<file path="src/rtl/ce_seq_ctrl_pkg.sv">
// ce_seq_ctrl_pkg: shared definitions for the convolution-engine sequencing
// controller and its result FIFO.
//   - seq_state_t : controller frame state (IDLE, RUN, DRAIN, DONE)
//   - clog2       : count-width helper for FIFO pointers and credit counters
//   - CE_DW_DEF / CE_SR_DEF : default CE result width and result shift,
//                             shared with the CE wrapper
package ce_seq_ctrl_pkg;

  localparam int CE_DW_DEF = 19;
  localparam int CE_SR_DEF = 2;

  typedef enum logic [1:0] {
    IDLE  = 2'd0,
    RUN   = 2'd1,
    DRAIN = 2'd2,
    DONE  = 2'd3
  } seq_state_t;

  // Smallest r with 2**r >= value (0 for value <= 1).
  function automatic int clog2(input int value);
    int r;
    r = 0;
    while ((32'sd1 << r) < value) begin
      r = r + 32'sd1;
    end
    return r;
  endfunction

endpackage

</file>
<file path="src/rtl/ce_seq_ctrl_if.sv">
// ce_seq_ctrl_if: stream signals around the sequencing controller.
//   window side : win_valid (gen -> ctrl), win_ready (ctrl -> gen)
//   CE side     : ce_en_in (ctrl -> CE), ce_en_out / ce_d_out (CE -> ctrl)
//   result side : res_valid / res_data / res_last (ctrl -> writer),
//                 res_ready (writer -> ctrl)
// Modport master is the controller; slave is its environment.
interface ce_seq_ctrl_if
  import ce_seq_ctrl_pkg::*;
#(
  parameter int DW = CE_DW_DEF,
  parameter int SR = CE_SR_DEF
) ();

  logic             win_valid;
  logic             win_ready;
  logic             ce_en_in;
  logic             ce_en_out;
  logic [DW-1:0]    ce_d_out;
  logic             res_valid;
  logic             res_ready;
  logic [DW-SR-1:0] res_data;
  logic             res_last;

  modport master (
    input  win_valid, output win_ready,
    output ce_en_in,  input  ce_en_out, input ce_d_out,
    output res_valid, input  res_ready, output res_data, output res_last
  );

  modport slave (
    output win_valid, input  win_ready,
    input  ce_en_in,  output ce_en_out, output ce_d_out,
    input  res_valid, output res_ready, input res_data, input res_last
  );

endinterface

</file>
<file path="src/rtl/ce_res_fifo.sv">
// ce_res_fifo: synchronous FIFO holding scaled CE results.
//   clk, rst : clock, asynchronous active-high reset (empties the FIFO)
//   push/din : write request and data; ignored when full without a pop
//   pop/dout : read request; dout is the head entry, valid while !empty
//   count    : number of stored entries (0..DEPTH)
//   full, empty : status flags
// DEPTH must be a power of two so the pointers wrap naturally.
module ce_res_fifo
  import ce_seq_ctrl_pkg::*;
#(
  parameter  int W     = 17,
  parameter  int DEPTH = 8,
  localparam int AW    = clog2(DEPTH),
  localparam int CW    = AW + 1
) (
  input  logic          clk,
  input  logic          rst,
  input  logic          push,
  input  logic          pop,
  input  logic [W-1:0]  din,
  output logic [W-1:0]  dout,
  output logic [CW-1:0] count,
  output logic          full,
  output logic          empty
);

  logic [W-1:0]  mem_r [DEPTH];
  logic [AW-1:0] wr_ptr_r;
  logic [AW-1:0] rd_ptr_r;
  logic [CW-1:0] count_r;
  logic          push_s;
  logic          pop_s;

  // Effective push/pop: a full FIFO still accepts a push when it is popped.
  always_comb begin
    pop_s  = pop & ~empty;
    push_s = push & (~full | pop_s);
  end

  // Storage array, written on an effective push.
  always_ff @(posedge clk) begin
    if (push_s) begin
      mem_r[wr_ptr_r] <= din;
    end
  end

  // Pointers and occupancy.
  always_ff @(posedge clk or posedge rst) begin
    if (rst) begin
      wr_ptr_r <= {AW{1'b0}};
      rd_ptr_r <= {AW{1'b0}};
      count_r  <= {CW{1'b0}};
    end else begin
      if (push_s) wr_ptr_r <= wr_ptr_r + AW'(1'b1);
      if (pop_s)  rd_ptr_r <= rd_ptr_r + AW'(1'b1);
      case ({push_s, pop_s})
        2'b10:   count_r <= count_r + CW'(1'b1);
        2'b01:   count_r <= count_r - CW'(1'b1);
        default: count_r <= count_r;
      endcase
    end
  end

  assign dout  = mem_r[rd_ptr_r];
  assign count = count_r;
  assign full  = (count_r == CW'(DEPTH));
  assign empty = (count_r == {CW{1'b0}});

endmodule

</file>
<file path="src/rtl/ce_seq_ctrl.sv">
// ce_seq_ctrl: frame sequencer for one convolution engine (CE).
// Gates windows into the CE under a credit scheme so every in-flight result
// owns a slot in the result FIFO, scales returned results and presents them
// downstream with valid/ready.
//   clk, rst           : clock, asynchronous active-high reset (aborts frame)
//   start              : frame start, honoured only in IDLE
//   cfg_cols, cfg_rows : frame geometry, latched on start
//   busy               : high in RUN and DRAIN
//   done               : one-cycle pulse at end of frame
//   err_ovf            : sticky, result returned with no credit/slot
//   bus (master)       : window, CE and result stream signals
// Build option CE_SEQ_CTRL_RELU_EN: treat CE results as two's complement and
// clamp negative values to zero before scaling.
module ce_seq_ctrl
  import ce_seq_ctrl_pkg::*;
#(
  parameter int DW         = CE_DW_DEF,
  parameter int SR         = CE_SR_DEF,
  parameter int FIFO_DEPTH = 8,
  parameter int COLS_W     = 8,
  parameter int ROWS_W     = 8
) (
  input  logic              clk,
  input  logic              rst,
  input  logic              start,
  input  logic [COLS_W-1:0] cfg_cols,
  input  logic [ROWS_W-1:0] cfg_rows,
  output logic              busy,
  output logic              done,
  output logic              err_ovf,
  ce_seq_ctrl_if.master     bus
);

  localparam int TW = COLS_W + ROWS_W;
  localparam int RW = DW - SR;
  localparam int CW = clog2(FIFO_DEPTH) + 1;

  seq_state_t    state_r;
  seq_state_t    state_s;
  logic [TW-1:0] total_r;
  logic [TW-1:0] issued_r;
  logic [TW-1:0] popped_r;
  logic [CW-1:0] outstanding_r;
  logic          err_ovf_r;

  logic [TW-1:0] frame_total_s;
  logic [CW-1:0] fifo_count_s;
  logic          fifo_full_s;
  logic          fifo_empty_s;
  logic [RW-1:0] fifo_dout_s;
  logic [RW-1:0] scaled_s;
  logic          credit_s;
  logic          win_ready_s;
  logic          issue_s;
  logic          pop_s;
  logic          ret_ok_s;
  logic          push_s;
  logic          drop_s;
  logic          last_s;

  // Issue/return/pop qualification. Credits count results already owed by
  // the CE plus results sitting in the FIFO.
  always_comb begin
    frame_total_s = TW'(cfg_cols) * TW'(cfg_rows);
    credit_s      = ({1'b0, outstanding_r} + {1'b0, fifo_count_s}) < (CW + 1)'(FIFO_DEPTH);
    win_ready_s   = (state_r == RUN) & (issued_r < total_r) & credit_s;
    issue_s       = bus.win_valid & win_ready_s;
    pop_s         = ~fifo_empty_s & bus.res_ready;
    last_s        = ~fifo_empty_s & (popped_r == total_r - TW'(1'b1));
    ret_ok_s      = bus.ce_en_out & (outstanding_r != {CW{1'b0}});
    push_s        = ret_ok_s & (~fifo_full_s | pop_s);
    drop_s        = bus.ce_en_out & ~push_s;
  end

  // Result scaling applied before the FIFO.
  always_comb begin
`ifdef CE_SEQ_CTRL_RELU_EN
    // Arithmetic shift of a non-negative value equals the plain slice.
    if (bus.ce_d_out[DW-1]) begin
      scaled_s = {RW{1'b0}};
    end else begin
      scaled_s = bus.ce_d_out[DW-1:SR];
    end
`else
    scaled_s = bus.ce_d_out[DW-1:SR];
`endif
  end

  // Frame state register.
  always_ff @(posedge clk or posedge rst) begin
    if (rst) state_r <= IDLE;
    else     state_r <= state_s;
  end

  // Next-state decode.
  always_comb begin
    state_s = state_r;
    case (state_r)
      IDLE: begin
        if (start) begin
          state_s = (frame_total_s != {TW{1'b0}}) ? RUN : DONE;
        end else begin
          state_s = IDLE;
        end
      end
      RUN: begin
        if ((issued_r == total_r) || (issue_s && (issued_r + TW'(1'b1) == total_r))) begin
          state_s = DRAIN;
        end else begin
          state_s = RUN;
        end
      end
      DRAIN: begin
        if ((popped_r == total_r) || (pop_s && (popped_r + TW'(1'b1) == total_r))) begin
          state_s = DONE;
        end else begin
          state_s = DRAIN;
        end
      end
      DONE:    state_s = IDLE;
      default: state_s = IDLE;
    endcase
  end

  // Frame size latch and issued/popped counters, restarted on start.
  always_ff @(posedge clk or posedge rst) begin
    if (rst) begin
      total_r  <= {TW{1'b0}};
      issued_r <= {TW{1'b0}};
      popped_r <= {TW{1'b0}};
    end else if ((state_r == IDLE) && start) begin
      total_r  <= frame_total_s;
      issued_r <= {TW{1'b0}};
      popped_r <= {TW{1'b0}};
    end else begin
      if (issue_s) issued_r <= issued_r + TW'(1'b1);
      if (pop_s)   popped_r <= popped_r + TW'(1'b1);
    end
  end

  // Results owed by the CE; a same-cycle issue and return cancel.
  always_ff @(posedge clk or posedge rst) begin
    if (rst) begin
      outstanding_r <= {CW{1'b0}};
    end else begin
      case ({issue_s, ret_ok_s})
        2'b10:   outstanding_r <= outstanding_r + CW'(1'b1);
        2'b01:   outstanding_r <= outstanding_r - CW'(1'b1);
        default: outstanding_r <= outstanding_r;
      endcase
    end
  end

  // Sticky overflow flag for dropped results.
  always_ff @(posedge clk or posedge rst) begin
    if (rst)         err_ovf_r <= 1'b0;
    else if (drop_s) err_ovf_r <= 1'b1;
    else             err_ovf_r <= err_ovf_r;
  end

  ce_res_fifo #(
    .W     (RW),
    .DEPTH (FIFO_DEPTH)
  ) u_fifo (
    .clk   (clk),
    .rst   (rst),
    .push  (push_s),
    .pop   (pop_s),
    .din   (scaled_s),
    .dout  (fifo_dout_s),
    .count (fifo_count_s),
    .full  (fifo_full_s),
    .empty (fifo_empty_s)
  );

  assign bus.win_ready = win_ready_s;
  assign bus.ce_en_in  = issue_s;
  assign bus.res_valid = ~fifo_empty_s;
  assign bus.res_data  = fifo_dout_s;
  assign bus.res_last  = last_s;
  assign busy          = (state_r == RUN) | (state_r == DRAIN);
  assign done          = (state_r == DONE);
  assign err_ovf       = err_ovf_r;

endmodule

</file>
<file path="src/flat_wrapper.sv">
// flat-port wrapper written by rule: the top's interface ports become plain ports
module ce_seq_ctrl_flat import ce_seq_ctrl_pkg::*;
#(
  parameter int DW         = CE_DW_DEF,
  parameter int SR         = CE_SR_DEF,
  parameter int FIFO_DEPTH = 8,
  parameter int COLS_W     = 8,
  parameter int ROWS_W     = 8
)
  (clk, rst, start, cfg_cols, cfg_rows, busy, done, err_ovf, bus_win_valid, bus_win_ready, bus_ce_en_in, bus_ce_en_out, bus_ce_d_out, bus_res_valid, bus_res_ready, bus_res_data, bus_res_last);
  ce_seq_ctrl_if #(.DW(DW), .SR(SR)) bus_i ();
  input  logic clk;
  input  logic rst;
  input  logic start;
  input  logic [COLS_W-1:0] cfg_cols;
  input  logic [ROWS_W-1:0] cfg_rows;
  output logic busy;
  output logic done;
  output logic err_ovf;
  input wire logic [$bits(bus_i.win_valid)-1:0] bus_win_valid;
  output wire logic [$bits(bus_i.win_ready)-1:0] bus_win_ready;
  output wire logic [$bits(bus_i.ce_en_in)-1:0] bus_ce_en_in;
  input wire logic [$bits(bus_i.ce_en_out)-1:0] bus_ce_en_out;
  input wire logic [$bits(bus_i.ce_d_out)-1:0] bus_ce_d_out;
  output wire logic [$bits(bus_i.res_valid)-1:0] bus_res_valid;
  input wire logic [$bits(bus_i.res_ready)-1:0] bus_res_ready;
  output wire logic [$bits(bus_i.res_data)-1:0] bus_res_data;
  output wire logic [$bits(bus_i.res_last)-1:0] bus_res_last;
  assign bus_i.win_valid = bus_win_valid;
  assign bus_win_ready = bus_i.win_ready;
  assign bus_ce_en_in = bus_i.ce_en_in;
  assign bus_i.ce_en_out = bus_ce_en_out;
  assign bus_i.ce_d_out = bus_ce_d_out;
  assign bus_res_valid = bus_i.res_valid;
  assign bus_i.res_ready = bus_res_ready;
  assign bus_res_data = bus_i.res_data;
  assign bus_res_last = bus_i.res_last;
  ce_seq_ctrl #(.DW(DW), .SR(SR), .FIFO_DEPTH(FIFO_DEPTH), .COLS_W(COLS_W), .ROWS_W(ROWS_W)) u_core (.clk(clk), .rst(rst), .start(start), .cfg_cols(cfg_cols), .cfg_rows(cfg_rows), .busy(busy), .done(done), .err_ovf(err_ovf), .bus(bus_i));
endmodule
</file>
<file path="config.mk">
export PLATFORM = sky130hd
export DESIGN_NAME = ce_seq_ctrl_flat
export DESIGN_NICKNAME = d
export VERILOG_FILES = /design/src/rtl/ce_seq_ctrl_pkg.sv /design/src/rtl/ce_seq_ctrl_if.sv /design/src/rtl/ce_res_fifo.sv /design/src/rtl/ce_seq_ctrl.sv /design/src/flat_wrapper.sv
export SDC_FILE = /design/constraint.sdc
export NUM_CORES = 1
export LEC_CHECK = 0
export ABC_AREA = 1
export CORE_MARGIN = 2
export CORE_UTILIZATION = 63
export CTS_BUF_LIST = sky130_fd_sc_hd__clkbuf_8
export CTS_CLUSTER_SIZE = 28
export DETAILED_ROUTE_END_ITERATION = 16
export PLACE_DENSITY = 0.82
export SYNTH_ARGS = -nofsm -noshare
export SYNTH_HDL_FRONTEND = slang
export SYNTH_SLANG_ARGS = --single-unit
</file>
<file path="constraint.sdc">
create_clock -name clk -period 3.6 [get_ports clk]
set_clock_uncertainty 0.15 [all_clocks]
set_input_delay 0.9 -clock clk [delete_from_list [all_inputs] [get_ports clk]]
set_output_delay 0.9 -clock clk [all_outputs]
set_load 0.05 [all_outputs]
</file>
---- Word-level counts from Yosys, hierarchy flattened ----
Memories as Yosys holds them, arrays and structs flattened.
Index checks and enable logic that the tools add are counted.
storage, ports and cells
  register bits ........................... 65
  latch bits .............................. 0
  memory bits (writable) .................. 136
  ROM bits ................................ 0
  input bits .............................. 41
  output and inout bits ................... 24
  word-level logic and storage cells ...... 78
  memories kept ........................... 1
memories
  name                 words  width  rd ports  clocked after memory_dff  write ports  RTL line           source
  u_core.u_fifo.mem_r  8      17     1         0                         1            ce_res_fifo.sv:27  logic [W-1:0] mem_r [DEPTH];
operators by class
  $add $sub $neg .......................... 10
  multiply operators ...................... 1
  divide/modulo/power cells ............... 0
  magnitude comparators ................... 2
  equal/unequal tests ..................... 13
  shifts and indexed selects .............. 0
  multiplexer cells ....................... 13
  bitwise operators ....................... 16
  reduce and logical (&&, ||, !) cells .... 13
operators by type and width
  kind                     number
  $eq A16 B16 Y1           5
  $mux W16                 4
  $add A16 B1 Y16 const B  2
  $lt A16 B16 Y1           1
  $mul A8 B8 Y16           1
  $pmux W4 S2              2
  $reduce_bool A16 Y1      1
  $sub A16 B1 Y16 const B  1
  $and A1 B1 Y1            10
  $add A4 B1 Y4 const B    2
  $eq A2 B2 Y1 const B     4
  $pmux W2 S4              1
  $reduce_bool A2 Y1       4
  $sub A4 B1 Y4 const B    2
  $add A3 B1 Y3 const B    2
  $eq A2 B1 Y1 const B     3
  $mux W2                  3
  $add A4 B4 Y5            1
  $lt A5 B4 Y1 const B     1
  $eq A4 B4 Y1 const B     1
  $logic_not A4 Y1         1
  $reduce_bool A4 Y1       1
  $logic_and A1 B1 Y1      3
  $mux W1                  3
  other kinds (4)          9

---- Logic depth before layout (Yosys ltp) ----
Gate-level depths: netlist of run 1.
  depth after elaboration ................. 8
  depth in mapped cells ................... 23
  mapped depth without buffers ............ 22

---- By module ----
Synthesis of run 1 repeated with hierarchy kept, for this count alone.
second synthesis, totals
  cells, all modules ...................... 1,419
  area total of the unflattened synthesis .. 12,554.5 um^2
modules (own cells, without submodules)
  module       instances  cells an instance  area each (um^2)  seq. area each (um^2)
  ce_seq_ctrl  1          962                6,645.1           1,376.3
  ce_res_fifo  1          457                5,909.4           4,334.2

---- Least setup slack after synthesis of run 1 ----
OpenSTA, ideal clock, no wires.
  path type ............................... input-to-reg
  start ................................... input cfg_rows[6]
  end ..................................... register u_core.state_r[1]
  library setup time ...................... 0.065 ns
  arrival ................................. 4.698 ns
  data required time ...................... 3.385 ns
  setup slack ............................. -1.314 ns
  cell stages on the path ................. 20
  cells stage by stage .................... clkbuf_1 > nand2_1 > inv_1 > fa_1 > fa_1 > fa_1 > inv_1 > fa_1 > inv_1 > ha_1 > a21oi_1 > o21ai_0 > a21oi_1 > nor2_1 > nor2_1 > xor2_1 > nand2_1 > nor2_1 > nand3_1 > nand2_1
between the ends
  cells in the longest elaborated chain, start to end .. 5
ends and longest elaborated chain
  item                   RTL line            source
  start, declared        flat_wrapper.sv:16  input logic [ROWS_W-1:0] cfg_rows;
  $mul A8 B8 Y16         ce_seq_ctrl.sv:64   frame_total_s = TW'(cfg_cols) * TW'(cfg_rows);
  $reduce_bool A16 Y1    ce_seq_ctrl.sv:101  state_s = (frame_total_s != {TW{1'b0}}) ? RUN : DONE;
  $mux W2                ce_seq_ctrl.sv:101
  $mux W2                ce_seq_ctrl.sv:100  if (start) begin
  $pmux W2 S4            ce_seq_ctrl.sv:98   case (state_r)
  via u_core.state_s[1]  ce_seq_ctrl.sv:39   seq_state_t state_s;
  end signal, assigned   ce_seq_ctrl.sv:92   else state_r <= state_s;
  end, declared          ce_seq_ctrl.sv:38   seq_state_t state_r;
The timed path passes the listed nets, and every way through them passes these cells.
A chain may end at the register's enable or synchronous reset.

---- Final worst setup path of run 1 ----
  start ................................... input cfg_cols[3]
  end ..................................... register u_core.state_r[1]
between the ends
  cells in the longest elaborated chain, start to end .. 5
ends and longest elaborated chain
  item                   RTL line            source
  start, declared        flat_wrapper.sv:15  input logic [COLS_W-1:0] cfg_cols;
  $mul A8 B8 Y16         ce_seq_ctrl.sv:64
  $reduce_bool A16 Y1    ce_seq_ctrl.sv:101
  $mux W2                ce_seq_ctrl.sv:101
  $mux W2                ce_seq_ctrl.sv:100
  $pmux W2 S4            ce_seq_ctrl.sv:98
  via u_core.state_s[1]  ce_seq_ctrl.sv:39
The timed path passes the listed nets, and every way through them passes these cells.

==> impl_results.md, run 1 <==
- Hold_buf cts: 0
- Clock buffer depth: 3
- Syn-to-layout area delta: 21.7%
- Leading cell types in the layout, fill and taps excluded: nand2_1 (261), nor2_1 (196), inv_1 (179), edfxtp_1 (136), o21ai_0 (96)
- Initial Util: 63.9%
- Commonest non-fill, non-tap cell in the layout: nand2_1
- Average cell area after synthesis: 8.83 um^2
- ANT nets after route: 0
- Crit-path max cell delay: 0.55 ns
- Post-Syn Area: 0.0124 mm^2
- Ports: 65
- Highest Clock Rate: 0.235 GHz
- Final period util: 118%
- Crit path time final: 4.26 ns
- Clock group share of total power: 16.7%
- Placed inst area: 0.0140 mm^2
- Sw Ratio: 43.4%
- Yosys cell types: 38
- Hold Crit Class: register to register
- GRT Residual Overflow: 0
- Syn Nets: 1550
- Nets: 1690
- Sequential-to-total area share from yosys stat: 46.2%
- First-pass GRT wire length: 48300 um
- Die ar.: 0.0208 mm^2
- Setup repair after global routing missed its margin: yes
- Startpoint types: input pin
- Status: complete, but fails checks
- Largest net degree at the start of global routing: 57
- Clock sinks: 201
- Final setup viols: 12
- Top_reg_cell synth: edfxtp_1
- DP Wirelength: 20500 um
- Final instance area: 0.0150 mm^2
- Post-route setup slack: -0.661 ns
- Proportion of layout cells with a drive suffix above 1: 17.6%
- Worst path top cell family by delay: adder cells
- Clock transition at the registers of the reported paths: 0.06 ns
- CP max stage cell: fa_1
- Total net switching power: 5.16 mW
- CP Cell Sequence: buf_8 > buf_6 > nand2_4 > inv_2 > fa_1 > fa_1 > fa_1 > inv_2 > fa_1 > inv_2 > ha_4 > nand2_2 > nor2_2 > a21oi_2 > nor2_2 > nand3_1 > nand2_2 > xor2_2 > nor2_1 > nand3_1 > nand2_1
- Via density: 5.59
- Pwr/cell area: 790 mW/mm^2
- WL/cell: 16.7 um
- Critical Path Most Common Cell: fa_1
- Gr usage total: 29.6%
- Vias in the first global route: 10.1k
- Crit path DAT: 4.51 ns
- Cell count after synthesis: 1400
- Buf+Inv Stages, Crit Path: 5
- Hold Fails Final Rpt: 0
- Seq cells post-synth: 201
- DR iter-0 viols: 858
- Req. time, crit path: 3.85 ns
- Port Buffers: 62
- TNS Setup: -5.70 ns
- Max cap viols: 0
- Ys Warns: 0
- H-tree depth: 2
- Pleak: 6.81 nW
- Relative slew slack: 46.4%
- # rows: 51
- WS Path Type: input pin to register
- Worst Max-Slew Pin Slew: 0.799 ns
- Post-synth ARST share: 32.3%
- Area of the core: 0.0193 mm^2
- DR DRC count: 0
- Worst Path Max Fanout: 4
- Combinational share of power: 56.1%
- Final Max Tran Viols: 0
- Total Routed Length: 30500 um
- Sequential power share: 27.1%
- Critical Path End Type: register
- Vias: 10.2k
- Number of flops mapped to enable cells by yosys: 136
- Num CTS Buffers: 34
- Chip Width: 144 um
- DR pass1 iterations: 5
- Antenna violations before repair: 0
- TritonCTS clock tree: built
- Int Power: 6.72 mW
- Ant. Diodes: 0
- Peak supply drop: 0.592 mV
- Skew-Pair Late Insertion Delay: 0.52 ns
- Failing checks: negative setup slack
- CTS Root Cell: clkbuf_8
- Routability cong.: 0.962
- Die Ht: 144 um
[final timing paths]
| path | startpoint | to | slack (ns) | cells after the start |
|---|---|---|---|---|
| max in group asynchronous | rst | u_core.total_r[14]$_DFFE_PP0P_ | 2.05 | 3 |
| max | cfg_cols[3] | u_core.state_r[1]$_DFF_PP0_ | -0.66 | 21 |
| min in group asynchronous | rst | u_core.popped_r[8]$_DFFE_PP0P_ | 0.60 | 2 |
| min reg2reg | u_core.err_ovf$_DFFE_PP0P_ | u_core.err_ovf$_DFFE_PP0P_ | 0.33 | 1 |
| max reg2reg | u_core.total_r[7]$_DFFE_PP0P_ | u_core.outstanding_r[3]$_DFFE_PP0P_ | 0.40 | 18 |
| min | u_core.err_ovf$_DFFE_PP0P_ | u_core.err_ovf$_DFFE_PP0P_ | 0.33 | 1 |
[kinds of logic after synthesis]
group	Yosys count	synth area share, %
AND/OR/NAND/NOR	593	20.0
AO/OA/AOI/OAI	194	8.66
buffers and inverters	240	7.34
XOR/XNOR	63	4.46
adder cells (fa/ha/maj)	109	13.3
flip-flops	201	46.2
[metrics by stage]
stage	total power [mW]	instances	hold WS, ns	util [%]	setup WS [ns]
2_1_floorplan	7.09	1400	0.309	-	-1.01
3_3_place_gp	9.18	1759	0.311	72.6	-1.58
3_5_place_dp	9.40	1759	0.320	72.6	-1.68
4_1_cts	11.7	1828	0.336	76.9	-0.703
5_1_grt	12.6	1830	0.366	77.8	-0.817
6_report	11.9	1830	0.328	77.8	-0.661
[repair_timing]
item / 4_1_cts / 5_1_grt
endpoints found under the setup margin: 14 / 15
pin swaps: 42 / 28
buffers inserted: 8 / 2
gates resized for setup: 112 / 50
[power groups by stage]
stage | clock network, mW | logic [mW] | registers (mW)
2_1_floorplan | 0 | 3.94 | 3.15
5_1_grt | 2.11 | 7.27 | 3.26
4_1_cts | 2.01 | 6.43 | 3.21
6_report | 1.99 | 6.67 | 3.22
3_5_place_dp | 0 | 6.15 | 3.25
3_3_place_gp | 0 | 5.95 | 3.23
[layer usage]
layer / up-vias / track usage, % / part of all wire (%)
li1: 4862 / - / -
met1: 4841 / 37.7 / 39
met2: 441 / 51.9 / 50
met3: 79 / 4.67 / 7.4
met4: 0 / 10.2 / 3.0
met5: - / 0 / 0
[synthesized netlist by cell type (3+ instances only)]
cell type,instances,area share [%]
or2_2,3,0.15
nor3_1,11,0.45
nor4_1,6,0.30
o22ai_1,28,1.4
a21oi_1,23,0.93
nand4_1,14,0.71
inv_1,187,5.7
nand2_1,278,8.4
fa_1,38,6.2
xnor2_1,19,1.3
xor2_1,44,3.1
nor2_1,200,6.1
dfrtp_1,65,13
nand2_2,4,0.20
a211oi_1,4,0.24
clkbuf_1,45,1.4
nor2_4,5,0.46
edfxtp_1,136,33
o21bai_1,3,0.18
nand3_1,61,2.5
o21ai_0,109,4.4
a31oi_1,20,1.0
ha_1,71,7.2
nor2_2,4,0.20
[state kept, by name, summed over array words and instances (netlist names)]
register                cells
u_core.u_fifo.mem_r       136
u_core.issued_r            16
u_core.popped_r            16
u_core.total_r             16
u_core.outstanding_r        4
u_core.u_fifo.count         4
u_core.u_fifo.rd_ptr_r      3
u_core.u_fifo.wr_ptr_r      3
u_core.state_r              2
u_core.err_ovf              1
[layout make-up]
class                           count  area (um^2)
Clock buffer                       40          551
Clock inverter                     21          116
Fill cell                        1260         4300
Inverter                          190          713
Multi-Input combinational cell    959         6090
Sequential cell                   201         5720
Tap cell                          265          332
Timing Repair Buffer              154         1520
(Power assumes the default switching activity.)
==> run 2, diff against run 1 <==
--- a/constraint.sdc
+++ b/constraint.sdc
@@ -3,3 +3,3 @@
 set_input_delay 0.9 -clock clk [delete_from_list [all_inputs] [get_ports clk]]
 set_output_delay 0.9 -clock clk [all_outputs]
-set_load 0.05 [all_outputs]
+set_load 0.005 [all_outputs]
==> impl_results.md, run 2 (synthesis results as in run 1) <==
- Status: complete, but fails checks (unchanged)
- Failing checks: negative setup slack (unchanged)
- Proportion of layout cells with a drive suffix above 1: 18.6% (was 17.6%)
- WL/cell: 17.5 um (was 16.7 um)
- Hold Fails Final Rpt: 0 (unchanged)
- ANT nets after route: 0 (unchanged)
- Worst Path Max Fanout: 5 (was 4)
- Initial Util: 63.9% (unchanged)
- Crit path time final: 4.40 ns (was 4.26 ns)
- Vias in the first global route: 10.4k (was 10.1k)
- DR pass1 iterations: 5 (unchanged)
- Antenna violations before repair: 0 (unchanged)
- Clock transition at the registers of the reported paths: 0.06 ns (about the same)
- TritonCTS clock tree: built (unchanged)
- Buf+Inv Stages, Crit Path: 4 (was 5)
- Num CTS Buffers: 34 (unchanged)
- Clock group share of total power: 16.8% (was 16.7%)
- Clock buffer depth: 3 (unchanged)
- Layout Utilization: 78.5% (was 77.8%)
- Skew-Pair Late Insertion Delay: 0.51 ns (was 0.52 ns)
- DR DRC count: 0 (unchanged)
- Final period util: 122% (was 118%)
- Area of the core: 0.0193 mm^2 (unchanged)
- Routability cong.: 0.928 (was 0.962)
- Footprint of the multi-input gates: 0.00624 mm^2 (was 0.00609 mm^2)
- Worst Max-Slew Pin Slew: 0.557 ns (was 0.799 ns)
- Vias: 10.6k (was 10.2k)
- Largest net degree at the start of global routing: 70 (was 57)
- Gr usage total: 30.6% (was 29.6%)
- Final setup viols: 14 (was 12)
- Critical Path Most Common Cell: fa_1 (unchanged)
- Int Power: 6.55 mW (was 6.72 mW)
- Commonest non-fill, non-tap cell in the layout: nand2_1 (unchanged)
- Sw Ratio: 41.5% (was 43.4%)
- GRT Residual Overflow: 0 (unchanged)
- Final Max Tran Viols: 0 (unchanged)
- CP Cell Sequence: buf_8 > nand2_4 > inv_2 > fa_1 > inv_2 > fa_1 > fa_1 > fa_1 > inv_2 > ha_4 > a21oi_4 > o21ai_2 > a21oi_2 > nor2_2 > nor2_2 > xor2_2 > nand2_1 > nor2_1 > nand3_1 > nand2_1 (was buf_8 > buf_6 > nand2_4 > inv_2 > fa_1 > fa_1 > fa_1 > inv_2 > fa_1 > inv_2 > ha_4 > nand2_2 > nor2_2 > a21oi_2 > nor2_2 > nand3_1 > nand2_2 > xor2_2 > nor2_1 > nand3_1 > nand2_1)
- # rows: 51 (unchanged)
- Post-route setup slack: -0.803 ns (was -0.661 ns)
- Relative slew slack: 62.8% (was 46.4%)
- Ports: 65 (unchanged)
- Combinational share of power: 54.3% (was 56.1%)
- Ant. Diodes: 0 (unchanged)
- Die ar.: 0.0208 mm^2 (unchanged)
- First-pass GRT wire length: 49700 um (was 48300 um)
- Via density: 5.73 (was 5.59)
- Pwr/cell area: 737 mW/mm^2 (was 790 mW/mm^2)
- WS Path Type: input pin to register (unchanged)
- Highest Clock Rate: 0.227 GHz (was 0.235 GHz)
- Chip Width: 144 um (unchanged)
- Setup repair after global routing missed its margin: yes (unchanged)
- Port Buffers: 62 (unchanged)
- FILL cells: 1213 (was 1260)
- Peak supply drop: 0.420 mV (was 0.592 mV)
- Leading cell types in the layout, fill and taps excluded: nand2_1 (254), nor2_1 (196), inv_1 (175), edfxtp_1 (136), o21ai_0 (96) (was nand2_1 (261), nor2_1 (196), inv_1 (179), edfxtp_1 (136), o21ai_0 (96))
- Req. time, crit path: 3.90 ns (was 3.85 ns)
- Largest Register: u_core.u_fifo.mem_r (unchanged)
- Syn-to-layout area delta: 22.8% (was 21.7%)
- Max reg flops: 136 (unchanged)
- Total net switching power: 4.64 mW (was 5.16 mW)
- DR iter-0 viols: 767 (was 858)
- FF/Latch Area: 0.00571 mm^2 (was 0.00572 mm^2)
- Max cap viols: 0 (unchanged)
- Hold Crit Class: register to register (unchanged)
- Nets: 1705 (was 1690)
- Clock sinks: 201 (unchanged)
- Startpoint types: input pin (unchanged)
- Total Routed Length: 32300 um (was 30500 um)
- Critical Path End Type: register (unchanged)
- H-tree depth: 2 (unchanged)
- Worst path top cell family by delay: adder cells (unchanged)
- TNS Setup: -6.27 ns (was -5.70 ns)
- DP Wirelength: 20800 um (was 20500 um)
- Crit-path max cell delay: 0.55 ns (about the same)
- Crit path DAT: 4.70 ns (was 4.51 ns)
- Pleak: 6.82 nW (was 6.81 nW)
- CP max stage cell: fa_1 (unchanged)
- Hold_buf cts: 0 (unchanged)
- Die Ht: 144 um (unchanged)
- Sequential power share: 28.9% (was 27.1%)
- CTS Root Cell: clkbuf_8 (unchanged)
[run 2: changes by cell type in the layout (fill, tap and decap cells not counted), moves of 4 or more]
cell | before | now
buf_6 | 12 | 18
nand2_1 | 261 | 254
inv_1 | 179 | 175
clkdlybuf4s50_1 | 26 | 45
nand2_4 | 2 | 6
buf_12 | 19 | 5
[run 2: final timing paths]
path                                                from                                  end  slack, ns  cells past startpoint
max in group asynchronous                            rst       u_core.total_r[14]$_DFFE_PP0P_       2.09                      3
min                           u_core.err_ovf$_DFFE_PP0P_           u_core.err_ovf$_DFFE_PP0P_       0.33                      1
max                                          cfg_rows[4]          u_core.state_r[1]$_DFF_PP0_      -0.80                     20
max reg2reg                u_core.total_r[2]$_DFFE_PP0P_  u_core.outstanding_r[3]$_DFFE_PP0P_       0.29                     22
min reg2reg                   u_core.err_ovf$_DFFE_PP0P_           u_core.err_ovf$_DFFE_PP0P_       0.33                      1
min in group asynchronous                            rst   u_core.u_fifo.count[0]$_DFFE_PP0P_       0.56                      2
[run 2: routing by layer]
layer / GRT usage (%) / part of all wire, %
met5: 0 / 0
met4: 10.4 / 3.4
met3: 4.70 / 6.9
met1: 38.6 / 39
met2: 54.2 / 51
[run 2: layout make-up]
type,count,area share [%]
clock buffer,38,3.45
inverter,190,4.75
multi-input combinational,959,41.1
tap,265,2.18
clock inverter,21,0.602
timing repair buffer,169,10.2
sequential,201,37.6
[run 2: stage by stage]
step / std cells / power, mW / worst slack, ns / hold slack (ns) / cell area (um^2)
floorplan: 1400 / 6.39 / -1.01 / 0.309 / 12600
global placement: 1767 / 8.25 / -1.57 / 0.309 / 14000
detailed placement: 1767 / 8.45 / -1.70 / 0.323 / 14000
CTS: 1830 / 10.7 / -0.632 / 0.337 / 14800
global route: 1843 / 11.9 / -0.925 / 0.355 / 15200
finish: 1843 / 11.2 / -0.803 / 0.335 / 15200
[run 2: power groups by stage]
stage | Combinational, mW | Sequential [mW] | Clock, mW
2_1_floorplan | 3.24 | 3.15 | 0
3_3_place_gp | 5.04 | 3.21 | 0
3_5_place_dp | 5.22 | 3.23 | 0
4_1_cts | 5.60 | 3.20 | 1.90
5_1_grt | 6.64 | 3.26 | 2.00
6_report | 6.08 | 3.23 | 1.87
[run 2: timing repair]
item                                    4_1_cts  5_1_grt
pin swaps                                    53       56
endpoints found under the setup margin       22       20
buffers inserted                              9       12
resized for setup                           149       61
gates cloned                                  0        1
[run 2: worst register-to-register path, cell delays in order, from the launching register on]
cell      delay [ns]
dfrtp_1         0.47
inv_1           0.10
buf_4           0.17
ha_1            0.26
nand2_1         0.08
inv_1           0.04
nand2_1         0.06
nand2_1         0.06
nand2_1         0.06
nand2_1         0.06
nand2_1         0.05
nand2_1         0.08
nor2_2          0.13
inv_1           0.16
ha_1            0.27
ha_1            0.32
nand2_1         0.07
nor2_1          0.03
a211oi_1        0.23
nor2_1          0.07
nor2_1          0.08
nand2_1         0.06
xnor2_1         0.12
